--- src/rtl/key_exp_stream_if.sv ---
// -----------------------------------------------------------------------------
// key_exp_stream_if
// Round-key beat stream between the key expander (master) and the sink that
// stores the schedule (slave).
//   wr       : beat valid (master -> slave)
//   wr_ready : sink accepts the beat; a transfer happens on any rising edge
//              with wr && wr_ready (slave -> master)
//   wr_addr  : beat index (master -> slave)
//   wr_data  : WR_WIDTH/32 schedule words, lowest-index word in the MSBs
// -----------------------------------------------------------------------------
interface key_exp_stream_if #(
    parameter int WR_WIDTH = 64,
    parameter int ADDR_W   = 6
);
    logic                wr;
    logic                wr_ready;
    logic [ADDR_W-1:0]   wr_addr;
    logic [WR_WIDTH-1:0] wr_data;

    modport master (output wr, output wr_addr, output wr_data, input wr_ready);
    modport slave  (input wr, input wr_addr, input wr_data, output wr_ready);
endinterface

--- src/rtl/key_exp_stream.sv ---
// -----------------------------------------------------------------------------
// key_exp_stream
// Streaming AES key expander (AES-128/192/256).  One schedule word is produced
// per clock; words that need SubWord take one extra cycle through a registered
// S-box stage.  Words are packed into WR_WIDTH-bit beats and handed to the sink
// over a valid/ready stream.
//
// Ports
//   clk        : clock, rising edge
//   reset_n    : asynchronous active-low reset
//   key_start  : one-cycle request to expand key_in (key_mode/key_in sampled)
//   key_mode   : 00 AES-128, 01 AES-192, 10 AES-256, 11 rejected
//   key_in     : cipher key, left aligned, word 0 in [255:224]
//   key_dec    : (only with KEY_EXP_STREAM_DEC_ORDER_EN) descending beat address
//   wr_if      : beat stream master (wr, wr_ready, wr_addr, wr_data)
//   busy       : expansion in progress
//   key_ready  : full schedule delivered; held until the next key_start
//   key_err    : one-cycle pulse when key_start carries key_mode 11
//
// Optional feature macro: KEY_EXP_STREAM_DEC_ORDER_EN (adds key_dec input).
// -----------------------------------------------------------------------------
module key_exp_stream #(
    parameter int WR_WIDTH = 64,
    parameter int ADDR_W   = 6
) (
    input  logic                    clk,
    input  logic                    reset_n,
    input  logic                    key_start,
    input  logic [1:0]              key_mode,
    input  logic [255:0]            key_in,
`ifdef KEY_EXP_STREAM_DEC_ORDER_EN
    input  logic                    key_dec,
`endif
    key_exp_stream_if.master        wr_if,
    output logic                    busy,
    output logic                    key_ready,
    output logic                    key_err
);

    localparam int WPB = WR_WIDTH / 32;

    localparam logic [1:0] ST_IDLE = 2'd0;
    localparam logic [1:0] ST_GEN  = 2'd1;
    localparam logic [1:0] ST_SUB  = 2'd2;
    localparam logic [1:0] ST_DONE = 2'd3;

    // GF(2^8) multiply modulo x^8+x^4+x^3+x+1
    function automatic logic [7:0] gf_mul(input logic [7:0] a, input logic [7:0] b);
        logic [7:0] p;
        logic [7:0] aa;
        p  = 8'h00;
        aa = a;
        for (int k = 0; k < 8; k++) begin
            if (b[k]) p = p ^ aa;
            aa = {aa[6:0], 1'b0} ^ (aa[7] ? 8'h1b : 8'h00);
        end
        return p;
    endfunction

    // AES S-box: multiplicative inverse (x^254) followed by the affine map
    function automatic logic [7:0] sbox(input logic [7:0] x);
        logic [7:0] sq;
        logic [7:0] inv;
        sq  = x;
        inv = 8'h01;
        for (int k = 1; k < 8; k++) begin
            sq  = gf_mul(sq, sq);
            inv = gf_mul(inv, sq);
        end
        return inv ^ {inv[6:0], inv[7]} ^ {inv[5:0], inv[7:6]}
                   ^ {inv[4:0], inv[7:5]} ^ {inv[3:0], inv[7:4]} ^ 8'h63;
    endfunction

    function automatic logic [31:0] sub_word(input logic [31:0] w);
        return {sbox(w[31:24]), sbox(w[23:16]), sbox(w[15:8]), sbox(w[7:0])};
    endfunction

    logic [1:0]          state_r;
    logic [3:0]          nk_r;
    logic [5:0]          nw_r;
    logic [5:0]          nbeats_r;
    logic [5:0]          word_idx_r;
    logic [2:0]          kmod_r;
    logic [5:0]          beat_cnt_r;
    logic [7:0]          rcon_r;
    logic [31:0]         sub_r;
    logic [31:0]         key_w_r [8];
    logic [31:0]         hist_r [8];      // hist_r[0] = w[i-1], hist_r[k] = w[i-1-k]
    logic [WR_WIDTH-1:0] beat_buf_r;
    logic                dec_r;
    logic                wr_r;
    logic [ADDR_W-1:0]   wr_addr_r;
    logic [WR_WIDTH-1:0] wr_data_r;
    logic                busy_r;
    logic                key_ready_r;
    logic                key_err_r;

    logic                dec_in_s;
    logic                mode_ok_s;
    logic [3:0]          nk_in_s;
    logic [5:0]          nw_in_s;
    logic [5:0]          nbeats_in_s;
    logic                stall_s;
    logic                xfer_s;
    logic                final_xfer_s;
    logic                gen_left_s;
    logic                rot_s;
    logic                need_sub_s;
    logic [31:0]         hist_far_s;
    logic [31:0]         sub_word_s;
    logic                produce_s;
    logic                enter_sub_s;
    logic [31:0]         word_s;
    logic                beat_end_s;
    logic [WR_WIDTH-1:0] beat_next_s;

`ifdef KEY_EXP_STREAM_DEC_ORDER_EN
    assign dec_in_s = key_dec;
`else
    assign dec_in_s = 1'b0;
`endif

    assign mode_ok_s    = (key_mode != 2'b11);
    assign stall_s      = wr_r && !wr_if.wr_ready;
    assign xfer_s       = wr_r && wr_if.wr_ready;
    assign final_xfer_s = xfer_s && (beat_cnt_r == (nbeats_r - 6'd1));
    assign gen_left_s   = (word_idx_r < nw_r);
    assign rot_s        = (kmod_r == 3'd0);
    // Key words themselves never go through the S-box
    assign need_sub_s   = (word_idx_r >= {2'b00, nk_r}) &&
                          (rot_s || ((nk_r == 4'd8) && (kmod_r == 3'd4)));
    assign hist_far_s   = hist_r[3'(nk_r - 4'd1)];
    assign sub_word_s   = sub_word(rot_s ? {hist_r[0][23:0], hist_r[0][31:24]} : hist_r[0]);
    assign beat_end_s   = ((word_idx_r & 6'(WPB - 1)) == 6'(WPB - 1));
    assign beat_next_s  = (beat_buf_r << 6'd32) | WR_WIDTH'(word_s);

    // Schedule geometry for the mode presented with key_start
    always_comb begin
        case (key_mode)
            2'b00: begin nk_in_s = 4'd4; nw_in_s = 6'd44; end
            2'b01: begin nk_in_s = 4'd6; nw_in_s = 6'd52; end
            2'b10: begin nk_in_s = 4'd8; nw_in_s = 6'd60; end
            default: begin nk_in_s = 4'd4; nw_in_s = 6'd44; end
        endcase
        nbeats_in_s = 6'(32'(nw_in_s) / WPB);
    end

    // Word generator: decide whether this edge produces a word or enters SUB
    always_comb begin
        produce_s   = 1'b0;
        enter_sub_s = 1'b0;
        word_s      = 32'h0000_0000;
        if ((state_r == ST_GEN) && gen_left_s && !stall_s) begin
            if (need_sub_s) begin
                enter_sub_s = 1'b1;
            end else begin
                produce_s = 1'b1;
                if (word_idx_r < {2'b00, nk_r}) begin
                    word_s = key_w_r[word_idx_r[2:0]];
                end else begin
                    word_s = hist_far_s ^ hist_r[0];
                end
            end
        end else if ((state_r == ST_SUB) && !stall_s) begin
            produce_s = 1'b1;
            word_s    = hist_far_s ^ sub_r;
        end else begin
            produce_s = 1'b0;
        end
    end

    // Control, history, beat packing and output registers
    always_ff @(posedge clk or negedge reset_n) begin
        if (!reset_n) begin
            state_r     <= ST_IDLE;
            nk_r        <= 4'd4;
            nw_r        <= 6'd0;
            nbeats_r    <= 6'd0;
            word_idx_r  <= 6'd0;
            kmod_r      <= 3'd0;
            beat_cnt_r  <= 6'd0;
            rcon_r      <= 8'h01;
            sub_r       <= 32'h0000_0000;
            beat_buf_r  <= '0;
            dec_r       <= 1'b0;
            wr_r        <= 1'b0;
            wr_addr_r   <= '0;
            wr_data_r   <= '0;
            busy_r      <= 1'b0;
            key_ready_r <= 1'b0;
            key_err_r   <= 1'b0;
            for (int k = 0; k < 8; k++) begin
                key_w_r[k] <= 32'h0000_0000;
                hist_r[k]  <= 32'h0000_0000;
            end
        end else if (key_start) begin
            // A new request always wins, aborting any expansion in flight
            wr_r        <= 1'b0;
            key_ready_r <= 1'b0;
            if (mode_ok_s) begin
                state_r    <= ST_GEN;
                busy_r     <= 1'b1;
                key_err_r  <= 1'b0;
                nk_r       <= nk_in_s;
                nw_r       <= nw_in_s;
                nbeats_r   <= nbeats_in_s;
                word_idx_r <= 6'd0;
                kmod_r     <= 3'd0;
                beat_cnt_r <= 6'd0;
                rcon_r     <= 8'h01;
                dec_r      <= dec_in_s;
                wr_addr_r  <= dec_in_s ? ADDR_W'(nbeats_in_s - 6'd1) : '0;
                for (int k = 0; k < 8; k++) begin
                    key_w_r[k] <= key_in[255 - 32*k -: 32];
                end
            end else begin
                state_r   <= ST_IDLE;
                busy_r    <= 1'b0;
                key_err_r <= 1'b1;
                wr_addr_r <= '0;
            end
        end else begin
            key_err_r <= 1'b0;

            if (xfer_s) begin
                wr_r       <= 1'b0;
                beat_cnt_r <= beat_cnt_r + 6'd1;
                wr_addr_r  <= dec_r ? (wr_addr_r - ADDR_W'(1)) : (wr_addr_r + ADDR_W'(1));
                if (final_xfer_s) begin
                    state_r     <= ST_DONE;
                    busy_r      <= 1'b0;
                    key_ready_r <= 1'b1;
                end
            end

            if (enter_sub_s) begin
                sub_r   <= sub_word_s ^ (rot_s ? {rcon_r, 24'h00_0000} : 32'h0000_0000);
                state_r <= ST_SUB;
                if (rot_s) begin
                    rcon_r <= {rcon_r[6:0], 1'b0} ^ (rcon_r[7] ? 8'h1b : 8'h00);
                end
            end

            if (produce_s) begin
                state_r    <= ST_GEN;
                word_idx_r <= word_idx_r + 6'd1;
                kmod_r     <= (kmod_r == 3'(nk_r - 4'd1)) ? 3'd0 : (kmod_r + 3'd1);
                hist_r[0]  <= word_s;
                for (int k = 1; k < 8; k++) begin
                    hist_r[k] <= hist_r[k-1];
                end
                beat_buf_r <= beat_next_s;
                if (beat_end_s) begin
                    wr_r      <= 1'b1;
                    wr_data_r <= beat_next_s;
                end
            end
        end
    end

    assign wr_if.wr      = wr_r;
    assign wr_if.wr_addr = wr_addr_r;
    assign wr_if.wr_data = wr_data_r;
    assign busy          = busy_r;
    assign key_ready     = key_ready_r;
    assign key_err       = key_err_r;

endmodule

--- src/flat_wrapper.sv ---
// flat-port wrapper written by rule: the top's interface ports become plain ports
module key_exp_stream_flat 
#(
    parameter int WR_WIDTH = 64,
    parameter int ADDR_W   = 6
)
  (clk, reset_n, key_start, key_mode, key_in, busy, key_ready, key_err, wr_if_wr, wr_if_wr_addr, wr_if_wr_data, wr_if_wr_ready);
  key_exp_stream_if #(.WR_WIDTH(WR_WIDTH), .ADDR_W(ADDR_W)) wr_if_i ();
  input  logic clk;
  input  logic reset_n;
  input  logic key_start;
  input  logic [1:0] key_mode;
  input  logic [255:0] key_in;
  output logic busy;
  output logic key_ready;
  output logic key_err;
  output wire logic [$bits(wr_if_i.wr)-1:0] wr_if_wr;
  output wire logic [$bits(wr_if_i.wr_addr)-1:0] wr_if_wr_addr;
  output wire logic [$bits(wr_if_i.wr_data)-1:0] wr_if_wr_data;
  input wire logic [$bits(wr_if_i.wr_ready)-1:0] wr_if_wr_ready;
  assign wr_if_wr = wr_if_i.wr;
  assign wr_if_wr_addr = wr_if_i.wr_addr;
  assign wr_if_wr_data = wr_if_i.wr_data;
  assign wr_if_i.wr_ready = wr_if_wr_ready;
  key_exp_stream #(.WR_WIDTH(WR_WIDTH), .ADDR_W(ADDR_W)) u_core (.clk(clk), .reset_n(reset_n), .key_start(key_start), .key_mode(key_mode), .key_in(key_in), .wr_if(wr_if_i), .busy(busy), .key_ready(key_ready), .key_err(key_err));
endmodule
--- config.mk ---
export PLATFORM = sky130hd
export DESIGN_NAME = key_exp_stream_flat
export DESIGN_NICKNAME = d
export VERILOG_FILES = /design/src/rtl/key_exp_stream_if.sv /design/src/rtl/key_exp_stream.sv /design/src/flat_wrapper.sv
export SDC_FILE = /design/constraint.sdc
export NUM_CORES = 2
export LEC_CHECK = 0
export CAP_MARGIN = 20
export CORE_MARGIN = 2
export CORE_UTILIZATION = 58
export CTS_CLUSTER_SIZE = 40
export DETAILED_ROUTE_END_ITERATION = 6
export PLACE_DENSITY_LB_ADDON = 0.12
export SETUP_SLACK_MARGIN = 0.2
export SLEW_MARGIN = 20
export SYNTH_ARGS = -nofsm -noshare
export SYNTH_HDL_FRONTEND = slang
export SYNTH_SLANG_ARGS = --single-unit
--- constraint.sdc ---
create_clock -name clk -period 16.7 [get_ports clk]
set_clock_uncertainty 0.1 [all_clocks]
set_input_delay 3.34 -clock clk [delete_from_list [all_inputs] [get_ports clk]]
set_output_delay 3.34 -clock clk [all_outputs]
set_load 0.03 [all_outputs]
==> key figures <==
Detailed routing
  • DR top layer: met5
  • Metal3 WL: 16.4 mm
  • DRT antenna net count: 0
  • Via Count: 73.7k
  • Vias per cell: 5.86
  • Drt first pass iters: 6
  • Routed WL: 252 mm
  • Avg WL per Cell: 20.0 um
  • WL met2: 119 mm
  • Initial DRC Count: 6946
  • Met1 wire length: 109 mm
  • Drt drc: 0

Die
  • Die W: 383 um
  • Core Box Area: 142000 um2
  • Initial Util: 58.6%
  • Die H: 383 um
  • # IOs: 336
  • Die Footprint: 146000 um2
  • Std-Cell Rows: 138

CTS
  • Clock Sink Count: 649
  • Worst-path clk slew: 60 ps
  • Worst-skew pair later-pin latency: 630 ps
  • CTS hold repair buffers: 0
  • CTS H-tree depth: 3
  • CTS Buf Count: 69
  • CTS Root Cell: clkbuf_16
  • Clk buf depth: 3
  • CTS tree: built

STA
  • Unrepaired setup endpoints after global routing: false
  • Final hold violation count: 0
  • Slew Viols, Final: 0
  • Hold WS: 356 ps
  • Setup TNS Final: 0 ps
  • Final setup fails: 0
  • Final Critical Period: 15830 ps
  • Crit share post-route: 94.8%
  • Max_slew headroom: 24.3%
  • F_max: 63.2 MHz
  • Slew @ Worst Pin: 1130 ps

Yosys
  • Post-Syn Area: 83200 um2
  • Area contributors post-synth: dfrtp_1 19%, xnor2_1 17%, nand2_1 11%
  • Syn avg cell area: 8.07 um2
  • Post-synth top area cell: dfrtp_1
  • Syn Inst Count: 10.3k
  • Post-synth top area share: 19.5%
  • Syn Nets: 10.6k
  • Commonest cells post-synth: 2365 x nand2_1, 1623 x xnor2_1, 1112 x nor2_1
  • Yosys warnings: 0
  • Post-synth ARST share: 100%
  • FF+latch count, synth: 649
  • Seq/Total Area, Yosys: 19.5%
  • Yosys cell types: 126
  • Main synth FF type: dfrtp_1
  • Post-synth EDFFs: 0
  • Most frequent cell after synthesis: nand2_1

Setup path
  • WP data arrival: 16200 ps
  • CP top delay family: XOR/XNOR gates
  • Worst Path Max Fanout: 39
  • Crit-path max cell delay: 630 ps
  • Crit path max-delay cell type: xnor2_1
  • CP Class: register to register
  • CP required: 17070 ps
  • R2R setup slack: 870 ps
  • Bufs and invs on worst path: 9
  • Crit end category: register
  • Startpoint types: register
  • CP most frequent cell: xnor2_1

Layout
  • Fillers: 12.1k
  • Area growth, synth to finish: 13.3%
  • Nets: 10.9k
  • Share of layout cells above drive strength 1: 12.7%

Run status
  • Status: completed

GRT
  • Grt ovf: 0
  • Pin count of the biggest net entering global routing: 237
  • GRT Util Overall: 33.4%
  • Initial antenna violation count: 30
  • Number of global-route vias before repair: 70.4k
  • First-pass GRT wire length: 399 mm

Run
  • MaxCap Viol Count: 0

Hold path
  • Hold Crit Class: register to register

Placed design
  • Port Buffers: 335
  • Hpwl dp: 181 mm
  • Gpl congestion: 0.962
-- metrics by stage --
step	setup WS (ps)	utilization, %	std cells	cell area, um2
after floorplan	211	-	10300	83200
after global placement	-87.7	63.1	12300	89600
after detailed placement	-274	63.1	12300	89600
after CTS	212	65.0	12400	92300
after global routing	137	66.4	12600	94200
final	867	66.4	12600	94200
-- metal layers --
| metal | vias to the layer above | GRT usage [%] |
|---|---|---|
| met5 | - | 0 |
| met4 | 4 | 9.81 |
| met3 | 385 | 3.54 |
| met2 | 2566 | 54.2 |
| met1 | 35900 | 47.0 |
| li1 | 34900 | - |
-- sequential cells by signal, indices dropped and copies added, names as in the netlist, 2 cells and up --
register	cells
u_core.hist_r	225
u_core.wr_if.wr_addr	6
u_core.beat_buf_r	31
u_core.nk_r	3
u_core.kmod_r	3
u_core.state_r	2
u_core.rcon_r	8
u_core.beat_cnt_r	6
u_core.word_idx_r	6
u_core.wr_if.wr_data	64
u_core.sub_r	32
u_core.nbeats_r	3
u_core.key_w_r	256
-- worst register-to-register path: cells and delay by family (launching register included) --
| kind | cells | cell delay (ps) |
|---|---|---|
| AO/OA/AOI/OAI | 5 | 1190 |
| XOR/XNOR | 30 | 9200 |
| adder cells (fa/ha/maj) | 3 | 1060 |
| buffers and inverters | 9 | 1650 |
| flip-flops | 1 | 420 |
| multiplexers | 3 | 1050 |
| AND/OR/NAND/NOR | 6 | 1020 |
-- final timing paths --
check                                                from                               end  cells after the start
min in group asynchronous                         reset_n   u_core.key_w_r[152]$_DFFE_PN0P_                      1
max reg2reg                  u_core.kmod_r[0]$_DFFE_PN0P_       u_core.sub_r[4]$_DFFE_PN0P_                     56
max                          u_core.kmod_r[0]$_DFFE_PN0P_       u_core.sub_r[4]$_DFFE_PN0P_                     56
max in group asynchronous                         reset_n  u_core.word_idx_r[0]$_DFFE_PN0P_                      3
min                        u_core.hist_r[104]$_DFFE_PN0P_     u_core.hist_r[72]$_DFFE_PN0P_                      2
min reg2reg                u_core.hist_r[104]$_DFFE_PN0P_     u_core.hist_r[72]$_DFFE_PN0P_                      2
-- area by class of cell --
type | count | area (um2) | share of cell area, %
Antenna cell | 30 | 75.1 | 0.0797
Timing Repair Buffer | 880 | 7650 | 8.12
Clock buffer | 92 | 1930 | 2.05
Inverter | 121 | 462 | 0.490
Multi-Input combinational cell | 8871 | 65000 | 69.0
Tap cell | 1890 | 2360 | 2.51
Clock inverter | 32 | 450 | 0.478
Sequential cell | 649 | 16300 | 17.2
-- cell families after synthesis --
logic type	count (synthesis)	share of synthesized area [%]
compound gates	1484	11.3
xor+xnor	2686	36.3
fa+ha+maj	37	0.557
buf+inv	781	4.05
flops	649	19.5
mux	472	7.52
simple gates	4191	20.8
-- cell usage in the layout, fill, tap and decap left out, drive strengths merged, types with 46 or more instances in the layout --
master,synthesis,routed
o21ai,437,437
nor2b,84,84
o22ai,97,97
o211ai,71,71
buf,238,544
nor2,1119,1119
a31oi,73,73
nor3,158,158
a21oi,366,366
a211oi,46,46
mux2,97,97
nand2,2366,2366
mux4,97,97
nand2b,75,75
xnor3,299,300
xor2,583,583
xnor2,1767,1767
inv,111,112
clkbuf,422,94
and2,60,60
dfrtp,647,647
nand3,140,140
mux2i,278,278
a22oi,92,92
clkdlybuf4s50,0,334
-- repair_timing --
action | in CTS | in global routing
gates cloned | 0 | 3
resized for setup | 35 | 129
pin swaps | 3 | 58
endpoints found under the setup margin | 29 | 32
buffers inserted | 6 | 109
Power is left out: the tool's default activity adds up to more than one toggle a clock period on the data nets, which glitch-free logic cannot reach.
